### config.mk
export PLATFORM = sky130hd
export DESIGN_NAME = axis_header_insert_arbiter
export DESIGN_NICKNAME = d
export VERILOG_FILES = /design/src/rtl/axis_ins_pkg.sv /design/src/rtl/rr_arbiter.sv /design/src/rtl/axis_header_insert_arbiter.sv
export SDC_FILE = /design/constraint.sdc
export NUM_CORES = 1
export LEC_CHECK = 0
export CORE_AREA = 4 4 150 152
export DETAILED_ROUTE_END_ITERATION = 16
export DIE_AREA = 0 0 154 156
export PLACE_DENSITY = 0.46
export SLEW_MARGIN = 20
export SYNTH_ARGS = -nofsm -noshare
export SYNTH_HDL_FRONTEND = slang
export SYNTH_SLANG_ARGS = --single-unit
### constraint.sdc
create_clock -name clk -period 3.1 [get_ports clk]
set_input_delay 0.93 -clock clk [delete_from_list [all_inputs] [get_ports clk]]
set_output_delay 0.93 -clock clk [all_outputs]
set_load 0.005 [all_outputs]
### src/rtl/axis_ins_pkg.sv
// rtl/axis_ins_pkg.sv - shared state encoding, counter width and round-robin pick helper
package axis_ins_pkg;

  typedef enum logic [1:0] {
    ARB_IDLE = 2'd0,
    ARB_HDR  = 2'd1,
    ARB_DATA = 2'd2
  } arb_state_e;

  localparam int PKT_CNT_WD = 16;
  localparam int MAX_SRC    = 16;
  localparam int MAX_SRC_WD = 4;

  // n is the live requester count; scanning from the top keeps the nearest index after ptr
  function automatic logic [MAX_SRC_WD-1:0] rr_pick(input logic [MAX_SRC-1:0] req,
                                                    input logic [MAX_SRC_WD-1:0] ptr,
                                                    input int n);
    logic [MAX_SRC_WD-1:0] pick;
    int idx;
    pick = ptr;
    for (int k = MAX_SRC; k >= 1; k--) begin
      if (k <= n) begin
        idx = (int'(ptr) + k) % n;
        if (req[idx[MAX_SRC_WD-1:0]]) pick = MAX_SRC_WD'(idx);
      end
    end
    return pick;
  endfunction

endpackage

### src/rtl/rr_arbiter.sv
// rtl/rr_arbiter.sv - combinational round-robin picker starting after ptr
module rr_arbiter
  import axis_ins_pkg::*;
#(
  parameter int NUM_SRC   = 4,
  parameter int SRC_ID_WD = $clog2(NUM_SRC)
) (
  input  logic [NUM_SRC-1:0]   req,
  input  logic [SRC_ID_WD-1:0] ptr,
  output logic [SRC_ID_WD-1:0] idx,
  output logic                 any
);

  logic [MAX_SRC-1:0]    req_ext;
  logic [MAX_SRC_WD-1:0] ptr_ext;
  logic [MAX_SRC_WD-1:0] pick;

  always_comb begin
    req_ext = '0;
    req_ext[NUM_SRC-1:0] = req;
    ptr_ext = '0;
    ptr_ext[SRC_ID_WD-1:0] = ptr;
    pick = rr_pick(req_ext, ptr_ext, NUM_SRC);
  end

  assign idx = pick[SRC_ID_WD-1:0];
  assign any = |req;

endmodule

### src/rtl/axis_header_insert_arbiter.sv
// rtl/axis_header_insert_arbiter.sv - packet-granular round-robin mux of header+payload streams
// AXIS_ARB_PKT_CNT_EN adds per-source completed-packet counters on pkt_cnt.
module axis_header_insert_arbiter
  import axis_ins_pkg::*;
#(
  parameter int DATA_WD      = 32,
  parameter int DATA_BYTE_WD = DATA_WD / 8,
  parameter int NUM_SRC      = 4,
  parameter int SRC_ID_WD    = $clog2(NUM_SRC)
) (
  input  logic                            clk,
  input  logic                            rst_n,
  input  logic [NUM_SRC-1:0]              s_valid,
  input  logic [NUM_SRC*DATA_WD-1:0]      s_data,
  input  logic [NUM_SRC*DATA_BYTE_WD-1:0] s_keep,
  input  logic [NUM_SRC-1:0]              s_last,
  output logic [NUM_SRC-1:0]              s_ready,
  input  logic [NUM_SRC-1:0]              h_valid,
  input  logic [NUM_SRC*DATA_WD-1:0]      h_header,
  input  logic [NUM_SRC*DATA_BYTE_WD-1:0] h_keep,
  output logic [NUM_SRC-1:0]              h_ready,
  output logic                            m_valid,
  output logic [DATA_WD-1:0]              m_data,
  output logic [DATA_BYTE_WD-1:0]         m_keep,
  output logic                            m_last,
  input  logic                            m_ready,
  output logic                            mh_valid,
  output logic [DATA_WD-1:0]              mh_header,
  output logic [DATA_BYTE_WD-1:0]         mh_keep,
  input  logic                            mh_ready,
  output logic [SRC_ID_WD-1:0]            grant_id,
`ifdef AXIS_ARB_PKT_CNT_EN
  output logic [NUM_SRC*PKT_CNT_WD-1:0]   pkt_cnt,
`endif
  output logic                            busy
);

  arb_state_e           state, state_nxt;
  logic [SRC_ID_WD-1:0] rr_ptr;
  logic [SRC_ID_WD-1:0] pick_idx;
  logic                 pick_any;
  logic                 hdr_done;
  logic                 pkt_done;

  rr_arbiter #(
    .NUM_SRC  (NUM_SRC),
    .SRC_ID_WD(SRC_ID_WD)
  ) u_rr (
    .req(h_valid),
    .ptr(rr_ptr),
    .idx(pick_idx),
    .any(pick_any)
  );

  // Fields always follow the granted source so idle outputs never mux X
  assign m_data    = s_data[int'(grant_id)*DATA_WD +: DATA_WD];
  assign m_keep    = s_keep[int'(grant_id)*DATA_BYTE_WD +: DATA_BYTE_WD];
  assign m_last    = s_last[grant_id];
  assign mh_header = h_header[int'(grant_id)*DATA_WD +: DATA_WD];
  assign mh_keep   = h_keep[int'(grant_id)*DATA_BYTE_WD +: DATA_BYTE_WD];
  assign busy      = (state != ARB_IDLE);

  assign hdr_done = (state == ARB_HDR) && h_valid[grant_id] && mh_ready;
  assign pkt_done = (state == ARB_DATA) && s_valid[grant_id] && m_ready && s_last[grant_id];

  always_ff @(posedge clk) begin
    if (!rst_n) begin
      state    <= ARB_IDLE;
      grant_id <= '0;
      rr_ptr   <= SRC_ID_WD'(NUM_SRC - 1);
    end else begin
      state <= state_nxt;
      if (state == ARB_IDLE && pick_any) grant_id <= pick_idx;
      if (pkt_done) rr_ptr <= grant_id;
    end
  end

  always_comb begin
    state_nxt = state;
    mh_valid  = 1'b0;
    m_valid   = 1'b0;
    h_ready   = '0;
    s_ready   = '0;
    case (state)
      ARB_IDLE: if (pick_any) state_nxt = ARB_HDR;
      ARB_HDR: begin
        mh_valid          = h_valid[grant_id];
        h_ready[grant_id] = mh_ready;
        if (hdr_done) state_nxt = ARB_DATA;
      end
      ARB_DATA: begin
        m_valid           = s_valid[grant_id];
        s_ready[grant_id] = m_ready;
        if (pkt_done) state_nxt = ARB_IDLE;
      end
      default: state_nxt = ARB_IDLE;
    endcase
  end

`ifdef AXIS_ARB_PKT_CNT_EN
  always_ff @(posedge clk) begin
    if (!rst_n) begin
      pkt_cnt <= '0;
    end else if (pkt_done) begin
      pkt_cnt[int'(grant_id)*PKT_CNT_WD +: PKT_CNT_WD] <=
        pkt_cnt[int'(grant_id)*PKT_CNT_WD +: PKT_CNT_WD] + PKT_CNT_WD'(1);
    end
  end
`endif

endmodule

==> metrics.txt <==
PD cells 205 nW/µm²; Post-synth EDFFs 0; Synth area leaders mux4_2, dfxtp_1, buf_2, nand2_1, buf_1; Core Area 21000 µm²; Synth Area in Simple Gates 0.0876; Worst Max-Slew Pin Slew 409 ps; Root Buffer clkbuf_16; Initial Utilization 0.105; Synth Register Bits 6; multiplexer area fraction after synthesis 0.784; status finished, final reports clean; Syn Inst Count 150; DRC 0; I/O pin count 390; Die X 154 µm; post-route cell area 6530 µm²; Crit. Startpoint s_data[108]; vias in the first global route 3693; diode count 0; commonest register cell after synthesis dfxtp_1; R2R depth 7; register area share after synthesis 0.0542; post-layout min period 3060 ps; leakage 2.45 nW; TritonCTS clock tree done; HPWL Detailed 16600 µm; Ys Warns 0; fin crit share 0.988; H-tree Lvls 1; HP Start rr_ptr[0]; Synth cell types 34; fin nets 845; detailed-route wire length 18500 µm; max_slew headroom 0.725; Max IR drop VDD 0.132 mV; CTS buffer count 3; Post-synth ARST share 0; Seq. cell area 128 µm²; reg2reg end rr_ptr[1]; CP Capture Type output pin; top cell type by total area after synthesis mux4_2; Syn Area/Cell 14.8 µm²; antenna violations before repair 3; initial DRC count 119; largest net degree at the start of global routing 55; worst flop-to-flop path startpoint grant_id[0]; Rows 53; Slew Limit Fails 0; most common cell in the synthesized netlist mux4_2; Placer Congestion 0.868; startpoint types input port; antenna viol nets, final 0; post-synthesis compound-gate area fraction 0.0266; Max Cap Violations 0; Max Freq 326 MHz; synth cell count leaders mux4_2, buf_2, nand2_1; total gr overflow 0; setup slack, reg-to-reg 1130 ps; final setup fails 0; critical path required time 2170 ps; Tot GR Track Use 0.141; final setup TNS 0 ps; share of layout cells above drive strength 1 0.194; Placed Instances 806; post-synth net total 454; Hold Violations, Final 0; Worst path max stage delay 470 ps; WHS 526 ps; dpl cell area 6510 µm²; Syn-to-layout area delta 195%; min-delay worst type register to register; critical path cell sequence clkdlybuf4s50_1 > mux4_2 > dlygate4sd2_1; Setup CP Type input port to output pin; Vias 3314; cts-stage hold buffer count 0; Clock Latency Late Sink 230 ps; Fillers 2163; skew final 2.70 ps; worst-path maximum fanout 1; die height 156 µm; first-pass GRT wire length 25600 µm; adder-cell share of the synthesized area 0; PortBufs 389; # clock sinks 6; CTS clock-pin slew for the worst setup and hold paths 30 ps; RSZ-0062 raised after global routing no; Critical Path Sink m_data[12]; die area 24000 µm²; number of vias per cell 4.07; first drt pass iteration count 4; CP arrival 2130 ps; Multi-input gate area 1990 µm²; combinational family with the most area after synthesis multiplexers; xor and xnor fraction of the mapped netlist area 0; non-filler cells, final 815; Cell Area, Synth 2210 µm²; WL/cell 22.7 µm; slowest CP cell mux4_2; Synth top area share 0.763; CTS max path bufs 2
## kinds of logic after synthesis
kind of cell	after synthesis
mux	79
compound gates	8
buf+inv	23
flops	6
simple gates	34
## critical path, delay by kind of cell
family,cells,cell delay [ps]
buf+inv,2,730
mux,1,470
## cells in the final DEF, fill, tap and decap left out, types with 2 or more instances in the layout
cell and count:
and3_1 2, buf_12 5, buf_4 11, clkbuf_16 3, clkbuf_2 4, clkdlybuf4s15_1 3, clkdlybuf4s50_1 298, dfxtp_1 4
dfxtp_4 2, dlygate4sd2_1 78, dlymetal6s2s_1 6, inv_1 4, mux2i_1 2, mux4_2 75, nand2_1 8, nand3_1 3
nor2_1 4, nor2b_1 2, nor3_1 3, nor3b_2 2, o21ai_0 2
## flip-flops by register name, indices dropped and copies added, names as in the netlist
| signal | cells |
|---|---|
| state | 2 |
| grant_id | 2 |
| rr_ptr | 2 |
## per-layer routing
| layer | vias up | GRT usage | share of wire |
|---|---|---|---|
| met4 | 4 | 0.00505 | 0.0016 |
| met3 | 8 | 0.0427 | 0.085 |
| li1 | 1474 | - | - |
| met5 | - | 0 | 0.0015 |
| met2 | 185 | 0.274 | 0.55 |
| met1 | 1643 | 0.159 | 0.36 |
## final cells by class
class / instances / area share
multi-input cells: 121 / 0.305
clock buffers: 4 / 0.0121
inverters: 4 / 0.00230
flip-flops and latches: 6 / 0.0195
repair buffers: 405 / 0.608
well taps: 275 / 0.0527
## stage by stage
| step | power (W) | utilization | worst slack, ps |
|---|---|---|---|
| 2_1_floorplan | 0.000468 | - | 607 |
| 3_3_place_gp | 0.00123 | 0.310 | -307 |
| 3_5_place_dp | 0.00123 | 0.310 | -324 |
| 6_report | 0.00134 | 0.311 | 36.0 |
| 5_1_grt | 0.00142 | 0.311 | 2.54 |
| 4_1_cts | 0.00136 | 0.310 | -74.3 |
## where the power goes
group	internal, W	leakage [nW]	switching, W
logic	0.000727	2.36	0.000306
registers	0.0000827	0.0506	0.0000107
clock network	0.000170	0.0382	0.0000422
total	0.000980	2.45	0.000359
## worst min-delay path by stage
stage	endpoint	slack, ps	depth (start not counted)
floorplan	state[0]	470	1
detailed placement	rr_ptr[0]	520	2
global placement	rr_ptr[0]	510	2
CTS	rr_ptr[0]	530	2
global route	state[0]	580	1
finish	rr_ptr[0]	530	2
## what timing repair did
item                                    in CTS  in global routing
gates resized for setup                     92                 12
pin swaps                                    3                  0
endpoints found under the setup margin      81                  9
setup buffers                                3                  2
Power figures use the tool's default switching activity.
